--- config.mk ---
export PLATFORM = sky130hd
export DESIGN_NAME = fetch_predict
export DESIGN_NICKNAME = d
export VERILOG_FILES = /design/src/rtl/fetch_predict.sv
export SDC_FILE = /design/constraint.sdc
export NUM_CORES = 1
export LEC_CHECK = 0
export ABC_AREA = 1
export CORE_MARGIN = 2
export CORE_UTILIZATION = 51
export CTS_BUF_LIST = sky130_fd_sc_hd__clkbuf_8 sky130_fd_sc_hd__clkbuf_16
export DETAILED_ROUTE_END_ITERATION = 10
export GPL_TIMING_DRIVEN = 0
export PLACE_DENSITY = 0.77
export SYNTH_ARGS = -nofsm -noshare
export SYNTH_HDL_FRONTEND = slang
export SYNTH_SLANG_ARGS = --single-unit
--- constraint.sdc ---
create_clock -name clk -period 4.32 [get_ports clk]
set_input_delay 0.864 -clock clk [delete_from_list [all_inputs] [get_ports clk]]
set_output_delay 0.864 -clock clk [all_outputs]
set_load 0.01 [all_outputs]
--- src/rtl/fetch_predict.sv ---
`default_nettype none
// ============================================================================
// Module   : fetch_predict
// Purpose  : Fetch-stage PC generator with a bimodal branch history table
//            (2-bit saturating counters) combined with an external BTB.
//            Resolved branches from WB train the BHT, trigger a redirect
//            (flush) on misprediction, and are counted.
//
// Ports    : clk                 - single clock, rising-edge
//            reset               - synchronous, active-high
//            stall               - hold the fetch PC
//            btb_hit/btb_target  - BTB lookup result for pc_if (same cycle)
//            resolve_*           - branch outcome and its carried prediction
//            pc_if               - registered fetch PC
//            pred_taken          - direction prediction for pc_if (comb)
//            flush               - squash younger instructions (comb)
//            br_count            - resolved branches, saturating
//            mispred_count       - mispredictions, saturating
//
// Revision : 1.0 - initial release
// ============================================================================
module fetch_predict #(
    parameter int BHT_LINES = 32
) (
    input  logic        clk,
    input  logic        reset,
    input  logic        stall,
    input  logic        btb_hit,
    input  logic [15:0] btb_target,
    input  logic        resolve_valid,
    input  logic [15:0] resolve_pc,
    input  logic        resolve_taken,
    input  logic [15:0] resolve_target,
    input  logic        resolve_pred_taken,
    input  logic [15:0] resolve_pred_target,
    output logic [15:0] pc_if,
    output logic        pred_taken,
    output logic        flush,
    output logic [15:0] br_count,
    output logic [15:0] mispred_count
);

    localparam int IDX_W = (BHT_LINES > 1) ? $clog2(BHT_LINES) : 1;

    localparam logic [1:0]  c_CTR_RESET = 2'b01;
    localparam logic [1:0]  c_CTR_MAX   = 2'b11;
    localparam logic [1:0]  c_CTR_MIN   = 2'b00;
    localparam logic [15:0] c_CNT_MAX   = 16'hFFFF;
    localparam logic [15:0] c_PC_STEP   = 16'd2;

    logic [15:0]      r_pc;
    logic [15:0]      r_br_count;
    logic [15:0]      r_mispred_count;
    logic [1:0]       r_bht [BHT_LINES];

    logic [IDX_W-1:0] w_rd_idx;
    logic [IDX_W-1:0] w_wr_idx;
    logic [1:0]       w_rd_ctr;
    logic [1:0]       w_wr_ctr;
    logic [1:0]       w_wr_ctr_next;
    logic             w_pred_taken;
    logic             w_dir_wrong;
    logic             w_tgt_wrong;
    logic             w_mispredict;
    logic [15:0]      w_redirect_pc;
    logic [15:0]      w_pc_sel;
    logic [15:0]      w_pc_next;

    // Halfword-aligned PCs: bit 0 never contributes to the index.
    assign w_rd_idx = r_pc[IDX_W:1];
    assign w_wr_idx = resolve_pc[IDX_W:1];

    // Read the registered table; a same-cycle write lands only at the next
    // edge, so a coinciding lookup naturally sees the pre-update counter.
    assign w_rd_ctr     = r_bht[w_rd_idx];
    assign w_pred_taken = btb_hit & w_rd_ctr[1];

    // Target mismatch only matters when both actual and predicted say taken.
    assign w_dir_wrong  = resolve_taken != resolve_pred_taken;
    assign w_tgt_wrong  = resolve_taken & resolve_pred_taken &
                          (resolve_target != resolve_pred_target);
    assign w_mispredict = resolve_valid & (w_dir_wrong | w_tgt_wrong);

    assign w_redirect_pc = resolve_taken ? resolve_target
                                         : (resolve_pc + c_PC_STEP);

    // Redirect outranks stall so a mispredict is never lost during a hold.
    always_comb begin
        w_pc_sel = r_pc + c_PC_STEP;
        if (w_mispredict) begin
            w_pc_sel = w_redirect_pc;
        end else if (stall) begin
            w_pc_sel = r_pc;
        end else if (w_pred_taken) begin
            w_pc_sel = btb_target;
        end
    end

    assign w_pc_next = {w_pc_sel[15:1], 1'b0};

    // Counter training value for the entry being resolved.
    assign w_wr_ctr = r_bht[w_wr_idx];

    always_comb begin
        w_wr_ctr_next = w_wr_ctr;
        if (resolve_taken) begin
            if (w_wr_ctr != c_CTR_MAX) begin
                w_wr_ctr_next = w_wr_ctr + 2'd1;
            end
        end else begin
            if (w_wr_ctr != c_CTR_MIN) begin
                w_wr_ctr_next = w_wr_ctr - 2'd1;
            end
        end
    end

    // PC register
    always_ff @(posedge clk) begin
        if (reset) begin
            r_pc <= 16'h0000;
        end else begin
            r_pc <= w_pc_next;
        end
    end

    // BHT: trained on every resolve regardless of stall.
    always_ff @(posedge clk) begin
        if (reset) begin
            for (int i = 0; i < BHT_LINES; i++) begin
                r_bht[i] <= c_CTR_RESET;
            end
        end else if (resolve_valid) begin
            r_bht[w_wr_idx] <= w_wr_ctr_next;
        end
    end

    // Statistics counters, saturating.
    always_ff @(posedge clk) begin
        if (reset) begin
            r_br_count      <= 16'h0000;
            r_mispred_count <= 16'h0000;
        end else begin
            if (resolve_valid && (r_br_count != c_CNT_MAX)) begin
                r_br_count <= r_br_count + 16'd1;
            end
            if (w_mispredict && (r_mispred_count != c_CNT_MAX)) begin
                r_mispred_count <= r_mispred_count + 16'd1;
            end
        end
    end

    assign pc_if         = r_pc;
    assign pred_taken    = w_pred_taken;
    assign flush         = w_mispredict;
    assign br_count      = r_br_count;
    assign mispred_count = r_mispred_count;

endmodule
`default_nettype wire

==> results of run 1 <==
==> layer usage <==
metal  track usage, %  vias up  share of wire [%]
met5                0        -                  0
met4             11.8        0                2.5
met3             4.93       41                8.8
met2             46.3      394                 46
met1             38.7     3643                 43
li1                 -     3795                  -
==> worst reg2reg max path, stage by stage (launching register included) <==
cell and delay, ns:
dfxtp_1 0.39, ha_1 0.21, nand3_1 0.16, nor3_4 0.28, nand2_1 0.15, nor3_2 0.15, nand2_2 0.17, clkbuf_1 0.29
nand3_1 0.15, a21oi_1 0.07
==> where the power goes <==
part           total, mW  leakage (nW)  internal [mW]  switching (mW)
sequential          1.25         0.996           1.20          0.0433
clock               1.53         0.310           1.02           0.516
combinational      0.603          2.47          0.241           0.362
total               3.38          3.77           2.46           0.922
==> worst paths after layout <==
path	to	start	depth (start not counted)	slack (ns)
setup / recovery	flush	resolve_target[1]	11	0.21
hold / removal	br_count[4]	br_count[4]	2	0.47
setup reg to reg	mispred_count[2]	mispred_count[0]	9	2.15
hold reg to reg	br_count[4]	br_count[4]	2	0.47
==> flip-flops by register name, summed over array words and instances, names as in the netlist, named ones only <==
name	cells
pc_if	15
br_count	16
mispred_count	16
r_bht	64
==> metrics by stage <==
step                      hold WS, ns  util [%]  instance area (sq um)  cells  total power, mW
after global placement          0.460      61.5                   8910   1382             1.85
final                           0.474      65.9                   9550   1414             3.38
after CTS                       0.474      65.9                   9550   1414             3.38
after floorplan                 0.479         -                   7550   1085             1.62
after detailed placement        0.462      61.5                   8910   1382             1.86
after global routing            0.503      65.9                   9550   1414             3.50
==> final cells by class <==
| class | instances | area share, % |
|---|---|---|
| Multi-Input combinational cell | 773 | 39.0 |
| Sequential cell | 116 | 31.0 |
| Timing Repair Buffer | 113 | 11.8 |
| Inverter | 145 | 5.75 |
| Clock buffer | 17 | 4.46 |
| Buffer | 51 | 3.24 |
| Tap cell | 184 | 2.41 |
| Clock inverter | 15 | 2.23 |
==> Yosys cell counts (2+ instances only) <==
cell	count	area share, %
inv_4	2	0.17
nor4_1	4	0.33
buf_4	13	1.3
clkbuf_1	17	0.85
nor3_2	3	0.40
nand3_2	3	0.40
dfxtp_1	52	14
o21a_1	3	0.30
nor2_2	3	0.25
nand4_1	28	2.3
a21oi_1	47	3.1
buf_2	13	0.86
o21ai_1	13	0.86
inv_1	136	6.8
xor2_1	21	2.4
nand2_1	260	13
o21ai_0	40	2.7
nand2_2	6	0.50
inv_2	6	0.30
buf_6	7	1.0
edfxtp_1	64	25
nor3_1	8	0.53
a31oi_1	2	0.17
o22ai_1	15	1.2
nand3_1	120	8.0
xnor2_1	12	1.4
ha_1	8	1.3
nor3b_1	3	0.30
nor2_1	160	8.0
==> kinds of logic after synthesis <==
| group | after synthesis |
|---|---|
| AO/OA/AOI/OAI | 126 |
| XOR/XNOR | 33 |
| adder cells (fa/ha/maj) | 8 |
| buffers and inverters | 196 |
| flip-flops | 116 |
| other | 1 |
| AND/OR/NAND/NOR | 605 |
==> flow_summary.toml, run 1 <==
[synth]
synth_area_sq_um = 7550
synth-simple-area-share_pct = 35.1
synth_compound_area_share_pct = 9.07
synth-seq-cells = 116
async_flop_share_pct = 0
synth_top_family_by_area = "simple AND/OR/NAND/NOR gates"
synth_xor_area_share_pct = 3.83
synth_area_per_cell_sq_um = 6.95
synth-warning-count = 0
postSynthCellCount = 1085
synth-seq-area-share_pct = 39.3
synthFlopType = "edfxtp_1"
synth_cell_types = 45
synth_nets = 1164
synth_fa_ha_area_share_pct = 1.33
synth-edff-count = 64
synthMuxAreaShare_pct = 0

[setup_path]
arrival_ns = 3.25
cp_common_cell = "nor2_1"
critPathKind = "input port to output pin"
path_buf_inv = 3
cp_slowest_cell = "clkdlybuf4s50_1"
crit_chain = "clkdlybuf4s50_1 -> nor2_1 -> nor2_1 -> nor2_1 -> nand2_1 -> nor2_1 -> nand2_1 -> nand2_1 -> a21oi_2 -> clkbuf_1 -> clkdlybuf4s50_1"
endpoint_kind = "output pin"
cp_data_required_time_ns = 3.46
worst_setup_path_start_kind = "input port"
critPathMaxFanout = 10
cpPeakStageDelay_ns = 0.64
path_delay_family = "buffers and inverters"

[routing]
vias_per_cell = 5.57
dr.pass1.iters = 5
drt_iter0_drc = 854
drc = 0
wl_per_cell_um = 16.1
antenna_left = 0
wl_um = 22700
vias = 7873

[layout]
fillers = 1263
layout_common_cells = "nand2_1, nor2_1, inv_1"
multi_input_area_sq_um = 3720
area_growth_pct = 26.5
fin_nets = 1296
diodes = 0
final_common_cell = "nand2_1"
seqCellArea_sq_um = 2960
layout-drive-gt1-share_pct = 7.48

[global_route]
grt_overflow_total = 0
antenna_found_initial = 0
grt_pass1_wl_um = 36400
grt_pass1_vias = 7348
grt_usage_pct = 28.8
grt_start_max_net_pins = 17

[timing]
fin_crit_sh_pct = 95.2
rsz0062_at_grt = "no"
final-setup-viol-count = 0
finalSetupTns_ns = 0
min_period_ns = 4.11
fin_ws_ns = 0.208
slew_violations = 0
hold_viol_final = 0
fmax_ghz = 0.243
slew_headroom_pct = 55.9
tightest_slew_ns = 0.662
finClkSkew_ns = 0.00905

[placed_design]
dpl_worst_slack_ns = 0.230
portBuffers = 113
place_congestion = 1.02
place_hpwl_um = 16300

[floorplanning]
dieWidth_um = 126
start_util_pct = 52.1
ios = 121
die_area_sq_um = 15800
std_cell_rows = 44
core-area_sq_um = 14500
die_h_um = 126

[cts]
htree_levels = 4
postCtsSetupBuffers = 0
cts_buffers = 17
cts_resized = 0
cts_num_sinks = 116
cts-root-buf = "clkbuf_16"
tritoncts = "yes"
clock_path_buffers = 2
clk-insertion-delay-late_ns = 0.42
hold_buffers = 0
clk_pin_slew_worst_paths_ns = 0.06

[power]
powerDensity_nw_per_um2 = 354
power_leakage_nw = 3.77
ir_drop_mv = 0.254

[flow_run]
maxCapViolations = 0

[min_path]
hold_class = "flip-flop to flip-flop"

[run_status]
status = "finished, final reports clean"
No activity file was read; power rests on OpenSTA's default activity.
==> inputs of run 2 (changes only) <==
--- a/config.mk
+++ b/config.mk
@@ -10,7 +10,7 @@
 export CORE_UTILIZATION = 51
 export CTS_BUF_LIST = sky130_fd_sc_hd__clkbuf_8 sky130_fd_sc_hd__clkbuf_16
 export DETAILED_ROUTE_END_ITERATION = 10
-export GPL_TIMING_DRIVEN = 0
+export GPL_TIMING_DRIVEN = 1
 export PLACE_DENSITY = 0.77
 export SYNTH_ARGS = -nofsm -noshare
 export SYNTH_HDL_FRONTEND = slang
==> flow_summary.toml, run 2 (synthesized netlist as in run 1, its figures left out) <==
[run_status]
status = "finished, final reports clean"

[setup_path]
critPathMaxFanout = 17
critPathKind = "flip-flop to output pin"
timing.rr.end = "pc_if[1]"
worst_setup_path_start_kind = "flip-flop"
endpoint_kind = "output pin"
cp-endpoint = "pred_taken"
cp_data_required_time_ns = 3.46
reg2regPathDepth = 11
ff2ff_setup_slack_ns = 1.93
arrival_ns = 2.91

[global_route]
gr-usage-met1_pct = 35.8
grt_pass1_vias = 6934
grt_pass1_wl_um = 33600
antenna_found_initial = 0
use_met3_pct = 4.97
grt.busiest_layer = "met2"
grt_usage_pct = 26.4
grt_overflow_total = 0
grt_start_max_net_pins = 35
grt_use_met2_pct = 42.0

[cts]
clk_pin_slew_worst_paths_ns = 0.05
tritoncts = "yes"
htree_levels = 4
clk-insertion-delay-late_ns = 0.42
cts-root-buf = "clkbuf_16"
cts_buffers = 17
postCtsSetupBuffers = 0
clock_path_buffers = 2
cts_num_sinks = 116
hold_buffers = 0
cts_resized = 0

[timing]
finClkSkew_ns = 0.0104
hold_viol_final = 0
finalSetupTns_ns = 0
min_period_ns = 3.77
final-setup-viol-count = 0
fmax_ghz = 0.265
slew_headroom_pct = 53.1
rsz0062_at_grt = "no"
fin_crit_sh_pct = 87.3
whs_ns = 0.464
slew_violations = 0
tightest_slew_ns = 0.702
fin_ws_ns = 0.550

[power]
ir_drop_mv = 0.270
combPwrFrac_pct = 18.0
power_leakage_nw = 3.66
power_mw = 3.12
power.switching_mw = 0.882
swShare_pct = 28.2
internal-power_mw = 2.24
powerDensity_nw_per_um2 = 335
seq_power_share_pct = 40.0
clockPowerShare_pct = 42.0

[layout]
final_common_cell = "nand2_1"
area_growth_pct = 23.5
layout-drive-gt1-share_pct = 6.02
stdcell_count = 1381
layout_common_cells = "nand2_1, nor2_1, inv_1"
fin_nets = 1263
top_register = "r_bht"
diodes = 0
largest_register_ffs = 64

[floorplanning]
ios = 121
std_cell_rows = 44
die_h_um = 126
dieWidth_um = 126
core-area_sq_um = 14500
start_util_pct = 52.1
die_area_sq_um = 15800

[placed_design]
place_hpwl_um = 14300
portBuffers = 117
place_congestion = 0.900
dpl_worst_slack_ns = 0.800
placed_cells = 1349

[routing]
drc = 0
wl_per_cell_um = 15.0
wl_um = 20700
drt_iter0_drc = 664
dr.pass1.iters = 6
vias = 7498
vias_per_cell = 5.43
antenna_left = 0

[flow_run]
maxCapViolations = 0

[min_path]
hold_class = "flip-flop to flip-flop"
[run 2: routing by layer]
metal	up-vias	routed length [um]
met5	-	0
met3	40	1820
met4	0	452
met1	3442	8980
met2	302	9490
li1	3714	-
[run 2: per-stage QoR]
step | instance area [sq um] | utilization [%]
2_1_floorplan | 7550 | -
3_3_place_gp | 8760 | 60.5
3_5_place_dp | 8760 | 60.5
4_1_cts | 9320 | 64.3
5_1_grt | 9320 | 64.3
6_report | 9320 | 64.3
[run 2: final cells by class]
type,count,area (sq um)
fill,1310,5160
inverter,145,549
tap,184,230
timing repair buffer,131,1290
clock buffer,21,503
sequential,116,2960
clock inverter,11,57.6
multi-input combinational,773,3720
[run 2: critical path, stage by stage, from the launching register on]
cell and delay, ns:
dfxtp_1 0.77, inv_4 0.21, nand2_1 0.11, nand3_1 0.06, nand3_1 0.15, nand2_1 0.07
nand2_1 0.10, nand3b_4 0.23, nand3_4 0.25, inv_1 0.07, clkdlybuf4s50_1 0.47
[run 2: worst min-delay path by stage]
| stage | startpoint | end | cells after the start |
|---|---|---|---|
| after floorplan | br_count[4] | br_count[4] | 2 |
| after global placement | br_count[4] | br_count[4] | 2 |
| after detailed placement | br_count[4] | br_count[4] | 2 |
| after CTS | br_count[4] | br_count[4] | 2 |
| after global routing | br_count[4] | br_count[4] | 2 |
| final | br_count[4] | br_count[4] | 2 |
[run 2: power by group through the flow]
stage	clock network (mW)	registers, mW	logic [mW]
after floorplan	0	1.26	0.359
after global placement	0	1.27	0.547
after detailed placement	0	1.27	0.553
after CTS	1.32	1.25	0.558
after global routing	1.37	1.26	0.620
final	1.31	1.25	0.562
==> inputs of run 3 (changes only) <==
--- a/config.mk
+++ b/config.mk
@@ -10,8 +10,10 @@
 export CORE_UTILIZATION = 51
 export CTS_BUF_LIST = sky130_fd_sc_hd__clkbuf_8 sky130_fd_sc_hd__clkbuf_16
 export DETAILED_ROUTE_END_ITERATION = 10
+export DONT_BUFFER_PORTS = 1
 export GPL_TIMING_DRIVEN = 1
-export PLACE_DENSITY = 0.77
+export HOLD_SLACK_MARGIN = 0.1
+export PLACE_DENSITY = 0.66
 export SYNTH_ARGS = -nofsm -noshare
 export SYNTH_HDL_FRONTEND = slang
 export SYNTH_SLANG_ARGS = --single-unit
==> constraint.sdc (replaced) <==
create_clock -name clk -period 4.2 [get_ports clk]
set_input_delay 0.84 -clock clk [delete_from_list [all_inputs] [get_ports clk]]
set_output_delay 0.84 -clock clk [all_outputs]
set_load 0.01 [all_outputs]
==> flow_summary.toml, run 3 (synthesized netlist as in run 1, its figures left out) <==
[floorplanning]
core-area_sq_um = 14500
std_cell_rows = 44
die_area_sq_um = 15800
ios = 121
die_h_um = 126
start_util_pct = 52.1
dieWidth_um = 126

[setup_path]
arrival_ns = 2.40
critPathKind = "flip-flop to output pin"
critPathMaxFanout = 16
ff2ff_setup_slack_ns = 1.90
cp_slowest_cell = "dfxtp_1"
cp_data_required_time_ns = 3.36
worst_setup_path_start_kind = "flip-flop"
reg2regPathDepth = 10
crit_chain = "inv_1 -> nand3_1 -> nand3_1 -> nand2_1 -> nand2_1 -> nand3_2 -> nand3_4 -> inv_1"
cpPeakStageDelay_ns = 0.59
endpoint_kind = "output pin"

[timing]
finalSetupTns_ns = 0
slew_violations = 0
fin_crit_sh_pct = 77.2
final-setup-viol-count = 0
slew_headroom_pct = 29.1
hold_viol_final = 0
finClkSkew_ns = 0.00779
fmax_ghz = 0.308
tightest_slew_ns = 1.06
rsz0062_at_grt = "no"
min_period_ns = 3.24

[layout]
layout-drive-gt1-share_pct = 6.07
top_register = "r_bht"
seqCellArea_sq_um = 2960
design_area_sq_um = 8090
diodes = 0
fin_nets = 1136
layout_common_cells = "nand2_1, nor2_1, inv_1"
stdcell_count = 1254
largest_register_ffs = 64
multi_input_area_sq_um = 3720
final_common_cell = "nand2_1"
area_growth_pct = 7.21
post-route-util_pct = 55.9
fillers = 1418

[cts]
clk_pin_slew_worst_paths_ns = 0.05
hold_buffers = 0
cts_buffers = 17
clk-insertion-delay-late_ns = 0.42
cts-root-buf = "clkbuf_16"
cts_resized = 0
tritoncts = "yes"
clock_path_buffers = 2
htree_levels = 4
postCtsSetupBuffers = 0
cts_num_sinks = 116

[min_path]
min_to = "mispred_count[14]"
holdPathStages = 1
hp-start = "reset"
hold_class = "input port to flip-flop"

[routing]
drt_iter0_drc = 700
wl_um = 19500
drc = 0
antenna_left = 0
dr.pass1.iters = 5
vias_per_cell = 5.46
wl_per_cell_um = 15.5
vias = 6850

[power]
power_mw = 3.12
power_leakage_nw = 3.19
ir_drop_mv = 0.236
powerDensity_nw_per_um2 = 386

[global_route]
grt_overflow_total = 0
grt_pass1_vias = 6474
grt_usage_pct = 24.9
antenna_found_initial = 0
grt_pass1_wl_um = 31800
grt_start_max_net_pins = 45

[placed_design]
place_hpwl_um = 13400
place_area_sq_um = 7500
placed_cells = 1222
portBuffers = 0
place_congestion = 0.859

[flow_run]
maxCapViolations = 0

[run_status]
status = "finished, final reports clean"
run 3: how the worst max path moves through the flow:
stage,from,endpoint,slack [ns],depth (start not counted)
floorplan,resolve_target[13],flush,1.60,10
global placement,resolve_pc[2],r_bht[26][0],1.44,9
detailed placement,flip-flop,pred_taken,1.46,8
CTS,flip-flop,pred_taken,0.98,8
global route,flip-flop,pred_taken,0.81,9
finish,flip-flop,pred_taken,0.96,8
run 3: power by group:
part	total (mW)	switching, mW	internal (mW)
Clock	1.42	0.528	0.890
Sequential	1.30	0.0639	1.24
Combinational	0.404	0.278	0.126
run 3: worst max-delay path: cells and delay by family (launching register included):
kind                   cells  cell delay (ns)
AND/OR/NAND/NOR            6             0.94
buffers and inverters      2             0.45
flip-flops                 1             0.59
run 3: layer usage:
metal  global-route usage (%)  vias to the layer above  routed length (um)
li1                         -                     3477                   -
met1                     31.6                     3105                8290
met2                     40.5                      235                9100
met3                     7.56                       33                1700
met4                     8.89                        0                 395
met5                        0                        -                   0
run 3: per-stage QoR:
step	hold WS [ns]	setup slack (ns)
final	0.487	0.958
after global routing	0.473	0.806
after CTS	0.468	0.981
after detailed placement	0.517	1.46
after global placement	0.505	1.44
after floorplan	0.479	1.60
run 3: cell type report:
type | count | area share (%)
Clock buffer | 21 | 6.50
Clock inverter | 11 | 0.835
Inverter | 145 | 6.79
Multi-Input combinational cell | 773 | 46.0
Sequential cell | 116 | 36.6
Tap cell | 184 | 2.85
Timing Repair Buffer | 4 | 0.371
